File: src/rtl/hex_dump_sequencer_if.sv
// Word-in / character-out handshake bundle for hex_dump_sequencer.
// The slave modport belongs to the sequencer. The master modport belongs to whatever feeds words and sinks chars.
interface hex_dump_sequencer_if #(
  parameter int NIBBLES = 4
);
  logic                   word_valid;
  logic [4*NIBBLES-1:0]   word_in;
  logic                   word_ready;
  logic [7:0]             char_out;
  logic                   char_valid;
  logic                   char_ready;
  logic                   done;

  modport slave (
    input  word_valid, word_in, char_ready,
    output word_ready, char_out, char_valid, done
  );

  modport master (
    output word_valid, word_in, char_ready,
    input  word_ready, char_out, char_valid, done
  );
endinterface

File: src/rtl/hex_dump_sequencer.sv
// Serialises a 4*NIBBLES-bit word into ASCII hex characters, MS nibble first.
// Optional: define HEX_DUMP_CRLF_EN to append CR, LF after the last digit.
module hex_dump_sequencer #(
  parameter int NIBBLES = 4
) (
  input  logic                  clk,
  input  logic                  rst,
  hex_dump_sequencer_if.slave   bus,
  output logic [1:0]            dbg_state
);
  localparam int W  = 4 * NIBBLES;
  localparam int CW = (NIBBLES > 1) ? $clog2(NIBBLES) : 1;

  // Handshakes: a transfer happens on a rising edge where valid & ready are both high.
  // Once valid is raised, it stays high and its data stays stable until that transfer (or rst).
  typedef enum logic [1:0] {
    IDLE  = 2'd0,
    DIGIT = 2'd1
`ifdef HEX_DUMP_CRLF_EN
    ,
    CR    = 2'd2,
    LF    = 2'd3
`endif
  } state_t;

  state_t          state_q, state_d;
  logic [W-1:0]    shift_q, shift_d;
  logic [CW-1:0]   nib_cnt_q, nib_cnt_d;
  logic [7:0]      char_out_q, char_out_d;
  logic            char_valid_q, char_valid_d;
  logic            done_q, done_d;
  logic [W-1:0]    shift_next;
  logic            char_hs;

  function automatic logic [7:0] bin2_ascii_hex(input logic [3:0] n);
    return (n < 4'd10) ? (8'h30 + {4'h0, n}) : (8'h57 + {4'h0, n});
  endfunction

  assign shift_next = shift_q << 4;
  assign char_hs    = char_valid_q & bus.char_ready;

  always_comb begin
    state_d      = state_q;
    shift_d      = shift_q;
    nib_cnt_d    = nib_cnt_q;
    char_out_d   = char_out_q;
    char_valid_d = char_valid_q;
    done_d       = 1'b0;
    case (state_q)
      IDLE: begin
        if (bus.word_valid) begin
          shift_d      = bus.word_in;
          nib_cnt_d    = CW'(NIBBLES - 1);
          char_out_d   = bin2_ascii_hex(bus.word_in[W-1 -: 4]);
          char_valid_d = 1'b1;
          state_d      = DIGIT;
        end
      end
      DIGIT: begin
        if (char_hs) begin
          if (nib_cnt_q != '0) begin
            shift_d    = shift_next;
            nib_cnt_d  = nib_cnt_q - 1'b1;
            char_out_d = bin2_ascii_hex(shift_next[W-1 -: 4]);
          end else begin
`ifdef HEX_DUMP_CRLF_EN
            char_out_d   = 8'h0D;
            state_d      = CR;
`else
            char_valid_d = 1'b0;
            done_d       = 1'b1;
            state_d      = IDLE;
`endif
          end
        end
      end
`ifdef HEX_DUMP_CRLF_EN
      CR: begin
        if (char_hs) begin
          char_out_d = 8'h0A;
          state_d    = LF;
        end
      end
      LF: begin
        if (char_hs) begin
          char_valid_d = 1'b0;
          done_d       = 1'b1;
          state_d      = IDLE;
        end
      end
`endif
      default: begin
        char_valid_d = 1'b0;
        state_d      = IDLE;
      end
    endcase
  end

  always_ff @(posedge clk) begin
    if (rst) begin
      state_q      <= IDLE;
      shift_q      <= '0;
      nib_cnt_q    <= '0;
      char_out_q   <= 8'h00;
      char_valid_q <= 1'b0;
      done_q       <= 1'b0;
    end else begin
      state_q      <= state_d;
      shift_q      <= shift_d;
      nib_cnt_q    <= nib_cnt_d;
      char_out_q   <= char_out_d;
      char_valid_q <= char_valid_d;
      done_q       <= done_d;
    end
  end

  assign bus.word_ready = (state_q == IDLE);
  assign bus.char_out   = char_out_q;
  assign bus.char_valid = char_valid_q;
  assign bus.done       = done_q;
  assign dbg_state      = state_q;
endmodule

File: src/flat_wrapper.sv
// flat-port wrapper written by rule: the top's interface ports become plain ports
module hex_dump_sequencer_flat 
#(
  parameter int NIBBLES = 4
)
  (clk, rst, dbg_state, bus_word_valid, bus_word_in, bus_char_ready, bus_word_ready, bus_char_out, bus_char_valid, bus_done);
  hex_dump_sequencer_if #(.NIBBLES(NIBBLES)) bus_i ();
  input  logic clk;
  input  logic rst;
  output logic [1:0] dbg_state;
  input wire logic [$bits(bus_i.word_valid)-1:0] bus_word_valid;
  input wire logic [$bits(bus_i.word_in)-1:0] bus_word_in;
  input wire logic [$bits(bus_i.char_ready)-1:0] bus_char_ready;
  output wire logic [$bits(bus_i.word_ready)-1:0] bus_word_ready;
  output wire logic [$bits(bus_i.char_out)-1:0] bus_char_out;
  output wire logic [$bits(bus_i.char_valid)-1:0] bus_char_valid;
  output wire logic [$bits(bus_i.done)-1:0] bus_done;
  assign bus_i.word_valid = bus_word_valid;
  assign bus_i.word_in = bus_word_in;
  assign bus_i.char_ready = bus_char_ready;
  assign bus_word_ready = bus_i.word_ready;
  assign bus_char_out = bus_i.char_out;
  assign bus_char_valid = bus_i.char_valid;
  assign bus_done = bus_i.done;
  hex_dump_sequencer #(.NIBBLES(NIBBLES)) u_core (.clk(clk), .rst(rst), .bus(bus_i), .dbg_state(dbg_state));
endmodule
File: config.mk
export PLATFORM = sky130hd
export DESIGN_NAME = hex_dump_sequencer_flat
export DESIGN_NICKNAME = d
export VERILOG_FILES = /design/src/rtl/hex_dump_sequencer_if.sv /design/src/rtl/hex_dump_sequencer.sv /design/src/flat_wrapper.sv
export SDC_FILE = /design/constraint.sdc
export NUM_CORES = 1
export LEC_CHECK = 0
export CORE_ASPECT_RATIO = 0.75
export CORE_MARGIN = 2
export CORE_UTILIZATION = 47
export CTS_CLUSTER_DIAMETER = 80
export DETAILED_ROUTE_END_ITERATION = 12
export GPL_TIMING_DRIVEN = 0
export PLACE_DENSITY = 0.81
export SLEW_MARGIN = 20
export SYNTH_ARGS = -nofsm -noshare
export SYNTH_HDL_FRONTEND = slang
export SYNTH_SLANG_ARGS = --single-unit
File: constraint.sdc
create_clock -name clk -period 2.1 [get_ports clk]
set_input_delay 0.315 -clock clk [delete_from_list [all_inputs] [get_ports clk]]
set_output_delay 0.315 -clock clk [all_outputs]
set_load 0.01 [all_outputs]
Yosys cells after proc, flatten, opt, wreduce, memory -nomap -nowiden. Cells that the tools add are included.

Register bits: 26. Bits in latches: 0. Bits in writable memories: 0. Memory bits (read-only): 0. Input port bits: 20. Output and inout port bits: 13. Word-level logic and storage cells: 50. Memories: 0.

Add/sub/neg operators: 5. Multipliers: 0. Div/mod/pow operators: 0. $lt $le $gt $ge: 2. Eq/ne operators: 5. Shifts and indexed selects: 0. Mux-type cells: 23. Bitwise gates (word level): 3. Reductions and logical operators: 6.

Operators with widths (number): two-way mux 8 bit (5); two-way mux 12 bit (3); one-hot mux 12 bit (2 select lines) (1); adder 7 x 4 -> 8 bit (first input constant) (2); one-hot mux 8 bit (2 select lines) (1); adder 6 x 4 -> 7 bit (first input constant) (2); two-way mux 2 bit (6); < comparator 4 bit (second input constant) (2); one-hot mux 2 bit (2 select lines) (2); two-way mux 1 bit (4); != test 2 x 1 -> 1 bit (second input constant) (2); != test 2 bit (second input constant) (2); AND reduction 4 bit (1); nonzero test 2 bit (2); AND reduction 3 bit (1); OR reduction 3 bit (1); equality test 2 x 1 -> 1 bit (second input constant) (1); zero test 2 bit (1); inverter 1 bit (2); one-hot mux 1 bit (2 select lines) (1); subtractor 2 x 1 -> 2 bit (second input constant) (1); AND 1 bit (1).

Longest topological paths before layout. Gate-level depths: netlist (run 1).

Depth after elaboration: 5. Gate-level depth with buffers: 7. Mapped depth without buffers: 6.

Worst setup path before layout (run 1). No wires, ideal clock.

Kind: register to register. From: register u_core.nib_cnt_q[0]. To: register u_core.char_out_q[3], in the netlist u_core.bus.char_out[3]. Setup time: 139 ps. Data arrival time: 1360 ps. Data required time: 1961 ps. Slack: 601 ps. Cell stages (with the launch flop): 8. Buffers on the path: 1. Clock period less this slack: 1499 ps. Path through: dfxtp_1 > inv_1 > ha_1 > and3b_4 > nor2_1 > buf_6 > a311oi_1 > nor3_1.

Longest elaborated chain between the ends: 3.

Ends and longest elaborated chain: start, declared (line hex_dump_sequencer.sv:28) `logic [CW-1:0] nib_cnt_q, nib_cnt_d;`; start signal, assigned (line hex_dump_sequencer.sv:110) `nib_cnt_q <= nib_cnt_d;`; nonzero test 2 bit (line hex_dump_sequencer.sv:61) `if (nib_cnt_q != '0) begin`; != test 2 x 1 -> 1 bit (no line); AND reduction 4 bit (no line); end signal, assigned (line hex_dump_sequencer.sv:111) `char_out_q <= char_out_d;`; end, declared (line hex_dump_sequencer.sv:29) `logic [7:0] char_out_q, char_out_d;`.

No other way between the ends. A chain may end at the register's enable or synchronous reset.

Worst setup path after layout (run 1).
From: register u_core.state_q[0], in the netlist u_core.dbg_state[0]. To: output port bus_word_ready.

Longest elaborated chain between the ends: 1.

Ends and longest elaborated chain: start, declared (line hex_dump_sequencer.sv:26) `state_t state_q, state_d;`; start signal, assigned (line hex_dump_sequencer.sv:108) `state_q <= state_d;`; zero test 2 bit (line hex_dump_sequencer.sv:117) `assign bus.word_ready = (state_q == IDLE);`; end, declared (line flat_wrapper.sv:14) `output wire logic [$bits(bus_i.word_ready)-1:0] bus_word_ready;`.

No other way between the ends.

==> results of run 1 <==
[layout make-up]
type | instances | area [um^2] | area share
timing repair buffer | 30 | 300.3 | 0.1879
multi-input combinational | 88 | 639.4 | 0.4002
buffer | 10 | 95.09 | 0.05951
clock buffer | 4 | 26.28 | 0.01644
inverter | 9 | 33.78 | 0.02114
tap | 34 | 42.54 | 0.02662
sequential | 23 | 460.4 | 0.2882
[cell families after synthesis]
kind of cell,count (synthesis)
XOR/XNOR,2
other,1
multiplexers,9
flip-flops,23
adder cells (fa/ha/maj),3
buffers and inverters,19
AND/OR/NAND/NOR,41
AO/OA/AOI/OAI,31
[worst paths after layout]
| path | start | to | slack, ns | cells past startpoint |
|---|---|---|---|---|
| max | u_core.dbg_state[0] | bus_word_ready | 0.18 | 3 |
| min | u_core.bus.char_out[4] | u_core.bus.char_out[4] | 0.48 | 2 |
| max reg2reg | u_core.nib_cnt_q[0] | u_core.bus.char_out[3] | 0.39 | 7 |
| min reg2reg | u_core.bus.char_out[4] | u_core.bus.char_out[4] | 0.48 | 2 |
[registers in the layout, indices dropped and copies added, names as in the netlist]
signal               flops
u_core.shift_q          12
u_core.bus.done          1
u_core.dbg_state         1
u_core.bus.char_out      7
u_core.nib_cnt_q         2
[through the flow]
stage / hold slack [ns] / util
after floorplan: 0.4171 / -
after global placement: 0.4408 / 0.6593
after detailed placement: 0.4661 / 0.6593
after CTS: 0.4866 / 0.6703
after global routing: 0.5256 / 0.6703
final: 0.4832 / 0.6703
[cell usage after synthesis, drive strengths merged (2+ instances only)]
cell	number
nor2	24
dfxtp	23
a211oi	13
inv	9
mux2i	9
buf	8
a21oi	6
nor3	5
a22oi	4
nand2	4
ha	3
clkbuf	2
nand3b	2
nor2b	2
o21ai	2
o41ai	2
xnor2	2
[where the power goes]
group / switching, uW / leakage, uW / internal, uW
clock network: 141 / 0.0000150 / 74.5
logic: 147 / 0.000404 / 167
registers: 34.3 / 0.000190 / 478
[tightest hold or removal path, delay by kind of cell, from the launching register on]
| family | cells | cell delay [ns] |
|---|---|---|
| AO/OA/AOI/OAI | 1 | 0.06 |
| flip-flops | 1 | 0.34 |
| AND/OR/NAND/NOR | 1 | 0.05 |
[routing by layer]
layer	GRT usage	vias to the layer above
li1	-	521
met1	0.2511	473
met2	0.3553	23
met3	0.05774	2
met4	0.04444	0
met5	0	-
==> summary.txt, run 1 <==
Gr ovfl total: 0
Commonest non-fill, non-tap cell in the layout: clkdlybuf4s50_1
Register area share after synthesis: 0.3759
Cell Count Post-Placement: 194
Number of enable flip-flop cells after synthesis: 0
Core Region: 0.002384 mm^2
Clock Tree Buf Depth: 2
Final TNS setup: 0 ns
Crit path required time: 1.78 ns
Drt pass-1 iters: 4
Worst Tran Pin Value: 0.5975 ns
Iteration-0 DRC count of the detailed router: 59
Vias: 1019
Die ar.: 0.003035 mm^2
DR top layer: met4
Post-cts resize count: 0
M1 WL: 1298 um
Crit-path cells: buf_6 -> inv_1 -> clkdlybuf4s50_1
Synthesized instance count: 129
Lkg Pwr: 0.0006090 uW
RSZ-0062 raised after global routing: false
Hold Vio Cnt, Final: 0
Final cell count without fillers: 198
Max_cap viols: 0
Per-cell routed wire length: 13.92 um
DP HPWL: 2086 um
Std cell rows: 15
Post-synthesis simple-gate area fraction: 0.1818
Final Max Slew Viols: 0
Fraction of registers with async set/reset: 0
Placed instance area: 0.001572 mm^2
Ports: 33
Status: finished, final reports clean
DRC: 0
Synthesis-to-layout area growth: 30.44%
Fillers: 219
Final Setup Violations: 0
Power per Cell Area: 651.2 mW/mm^2
Vias/cell: 5.146
CTS H-Tree Depth: 1
Yosys warns: 0
Vias in the first global route: 1017
Die H: 48.21 um
Crit-path max FO: 10
Max VDD drop: 0.0003885 V
Synthesis-stage register bit count: 23
Post-Synth Adder-Cell Area: 0.03064
Initial antenna violation count: 0
Top delay family on crit path: buffers and inverters
Cell Area, Synth: 0.001225 mm^2
Sink Count: 23
Die width: 62.95 um
Multiplexer share of the synthesized area: 0.07354
Dpl ws: 0.2692 ns
Minimum clock period: 1.922 ns
Area share of the largest cell type after synthesis: 0.3759
Synth Area in XOR/XNOR: 0.01430
Synth top area cells: dfxtp_1 (38%), a211oi_2 (9.2%), mux2i_1 (7.4%)
WP buf/inv: 3
Most frequent cells in the layout: clkdlybuf4s50_1 (30), dfxtp_1 (23), nor2_1 (16)
Worst-path clk slew: 0.13 ns
Starting Density: 0.5139
Worst Hold Class: flip-flop to flip-flop
CTS tree: yes
Cell taking the most area after synthesis: dfxtp_1
Clock latency on the worst-skew pair: 0.32 ns
Setup Fix Bufs, Post-CTS: 0
Fin area: 0.001598 mm^2
Post-DRT Antenna Nets: 0
TritonCTS buffer count: 3
GPL Wtd Cong: 0.7393
Fmax: 0.5204 GHz
Compound-Gate Fraction of Synth Area: 0.2155
GRT Total Usage: 0.1999
Slew HR: 0.6017
Critical Path Sink Type: output port
Clock Tree Root: clkbuf_4
PnR worst setup slack: 0.1784 ns
Antenna Cells: 0
First-pass GRT wire length: 4616 um
Max Clock Skew: 0.01086 ns
Part of the cycle the worst path needs: 0.9150
CP peak stage delay: 0.50 ns
Synth unique cells: 31
Final nets: 188
Routed wl met3: 139 um
PortBufs: 30
Main synth FF type: dfxtp_1
Critical path's slowest cell: dfxtp_1
Mapped Avg Cell Area: 9.496 um^2
Endpoint arrival time on the critical path: 1.61 ns
Cts hold-fix bufs: 0
Tot Pwr: 1041 uW
Layout cell share with drive strength beyond 1: 0.1890
Routed wire length: 2756 um
Largest net degree at the start of global routing: 13
Kind of critical path: flip-flop to output port
Metal2 WL: 1304 um
Combinational family with the most area after synthesis: compound AO/OA/AOI/OAI gates
Crit start category: flip-flop
Power figures use the tool's default switching activity.
==> run 2: changes to the inputs <==
Settings changed: CAP_MARGIN from default to 20, MAX_ROUTING_LAYER from default to met4.
==> summary.txt, run 2 (synthesis results as in run 1) <==
Status: finished, final reports clean (unchanged)
P_sw: 321.2 uW (was 321.8 uW)
Clock Tree Root: clkbuf_4 (unchanged)
Placed instance area: 0.001572 mm^2 (unchanged)
Max VDD drop: 0.0003927 V (was 0.0003885 V)
Max Clock Skew: 0.007325 ns (was 0.01086 ns)
Fin area: 0.001598 mm^2 (unchanged)
Fmax: 0.5233 GHz (was 0.5204 GHz)
Part of the cycle the worst path needs: 0.9099 (was 0.9150)
Die width: 62.95 um (unchanged)
Initial antenna violation count: 0 (unchanged)
Crit start category: flip-flop (unchanged)
Lkg Pwr: 0.0006090 uW (unchanged)
TritonCTS buffer count: 3 (unchanged)
Cts hold-fix bufs: 0 (unchanged)
Critical R2R Launch: u_core.nib_cnt_q[0] (unchanged)
Std cell rows: 15 (unchanged)
Endpoint arrival time on the critical path: 1.60 ns (was 1.61 ns)
Clock latency on the worst-skew pair: 0.32 ns (about the same)
Largest net degree at the start of global routing: 13 (unchanged)
GRT Total Usage: 0.2063 (was 0.1999)
R2r setup slk: 0.40 ns (was 0.39 ns)
Worst Hold Class: flip-flop to flip-flop (unchanged)
Synthesis-to-layout area growth: 30.44% (unchanged)
Die H: 48.21 um (unchanged)
Hold Vio Cnt, Final: 0 (unchanged)
Gr ovfl total: 0 (unchanged)
Setup Fix Bufs, Post-CTS: 0 (unchanged)
Slew HR: 0.6026 (was 0.6017)
Multi-input logic area: 639.4 um^2 (unchanged)
Vias: 1022 (was 1019)
Crit-path max FO: 10 (unchanged)
Die ar.: 0.003035 mm^2 (unchanged)
Max_cap viols: 0 (unchanged)
Vias/cell: 5.162 (was 5.146)
Final nets: 188 (unchanged)
Post-DRT Antenna Nets: 0 (unchanged)
Ports: 33 (unchanged)
CTS tree: yes (unchanged)
GPL Wtd Cong: 0.7484 (was 0.7393)
Final TNS setup: 0 ns (unchanged)
Power share of the sequential group: 0.492 (about the same)
Top reg by flops: u_core.shift_q (unchanged)
Most frequent cells in the layout: clkdlybuf4s50_1 (30), dfxtp_1 (23), nor2_1 (16) (unchanged)
P_int: 718.7 uW (about the same)
Final Max Slew Viols: 0 (unchanged)
Worst-path clk slew: 0.13 ns (about the same)
Core Region: 0.002384 mm^2 (unchanged)
Vias in the first global route: 1016 (was 1017)
Crit path required time: 1.78 ns (about the same)
Routed wire length: 2750 um (was 2756 um)
Worst hold path startpoint: u_core.bus.char_out[4] (unchanged)
Final Setup Violations: 0 (unchanged)
Clk pwr share: 0.207 (about the same)
Sink Count: 23 (unchanged)
Starting Density: 0.5139 (unchanged)
Critical Path Sink Type: output port (unchanged)
Minimum clock period: 1.911 ns (was 1.922 ns)
Post-cts resize count: 0 (unchanged)
Power per Cell Area: 650.8 mW/mm^2 (was 651.2 mW/mm^2)
Drt pass-1 iters: 4 (unchanged)
RSZ-0062 raised after global routing: false (unchanged)
Worst Tran Pin Value: 0.5961 ns (was 0.5975 ns)
DRC: 0 (unchanged)
Kind of critical path: flip-flop to output port (unchanged)
CTS H-Tree Depth: 1 (unchanged)
Per-cell routed wire length: 13.89 um (was 13.92 um)
Antenna Cells: 0 (unchanged)
Iteration-0 DRC count of the detailed router: 58 (was 59)
First-pass GRT wire length: 4595 um (was 4616 um)
PortBufs: 30 (unchanged)
Layout cell share with drive strength beyond 1: 0.1890 (unchanged)
Commonest non-fill, non-tap cell in the layout: clkdlybuf4s50_1 (unchanged)
Largest register FFs: 12 (unchanged)
Setup crit start: u_core.dbg_state[0] (unchanged)
Fillers: 219 (unchanged)
Register area: 460.4 um^2 (unchanged)
DP HPWL: 2086 um (unchanged)
Clock Tree Buf Depth: 2 (unchanged)
Sw frac: 0.3089 (was 0.3093)
Combinational share of power: 0.301 (about the same)
[run 2: cell counts in the layout (fill, tap and decap cells not counted)]
No cell type changed its count.
[run 2: power groups by stage]
| stage | Combinational, uW | Clock [uW] | Sequential [uW] |
|---|---|---|---|
| 2_1_floorplan | 192 | 0 | 522 |
| 3_3_place_gp | 303 | 0 | 519 |
| 3_5_place_dp | 314 | 0 | 521 |
| 4_1_cts | 314 | 222 | 512 |
| 5_1_grt | 345 | 238 | 518 |
| 6_report | 313 | 215 | 512 |
[run 2: layout make-up]
class	instances	share of cell area
multi-input combinational	88	0.4002
inverter	9	0.02114
sequential	23	0.2882
buffer	10	0.05951
clock buffer	4	0.01644
tap	34	0.02662
timing repair buffer	30	0.1879
[run 2: layer usage]
metal / vias to the layer above / share of wire / GRT usage
li1: 524 / - / -
met1: 468 / 0.46 / 0.2496
met3: 2 / 0.060 / 0.05774
met2: 28 / 0.47 / 0.3553
met4: 0 / 0.0047 / 0.04444
met5: - / 0 / -
[run 2: metrics by stage]
step	util	total power [uW]	cells	hold slack [ns]	worst slack, ns
after detailed placement	0.6593	835.2	194	0.4661	0.2692
final	0.6703	1040	198	0.4826	0.1892
after global routing	0.6703	1101	198	0.5256	0.1154
after global placement	0.6593	821.9	194	0.4408	0.2924
after floorplan	-	714.4	130	0.4171	0.6010
after CTS	0.6703	1048	198	0.4866	0.1748
[run 2: worst paths after layout]
check	endpoint	cells after the start
max	bus_word_ready	3
min reg2reg	u_core.bus.char_out[4]	2
max reg2reg	u_core.bus.char_out[3]	7
min	u_core.bus.char_out[4]	2
[run 2: worst max-delay path, cell delays in order, from the launching register on]
cell and delay, ns:
dfxtp_1 0.49, buf_6 0.20, inv_1 0.10, clkdlybuf4s50_1 0.48
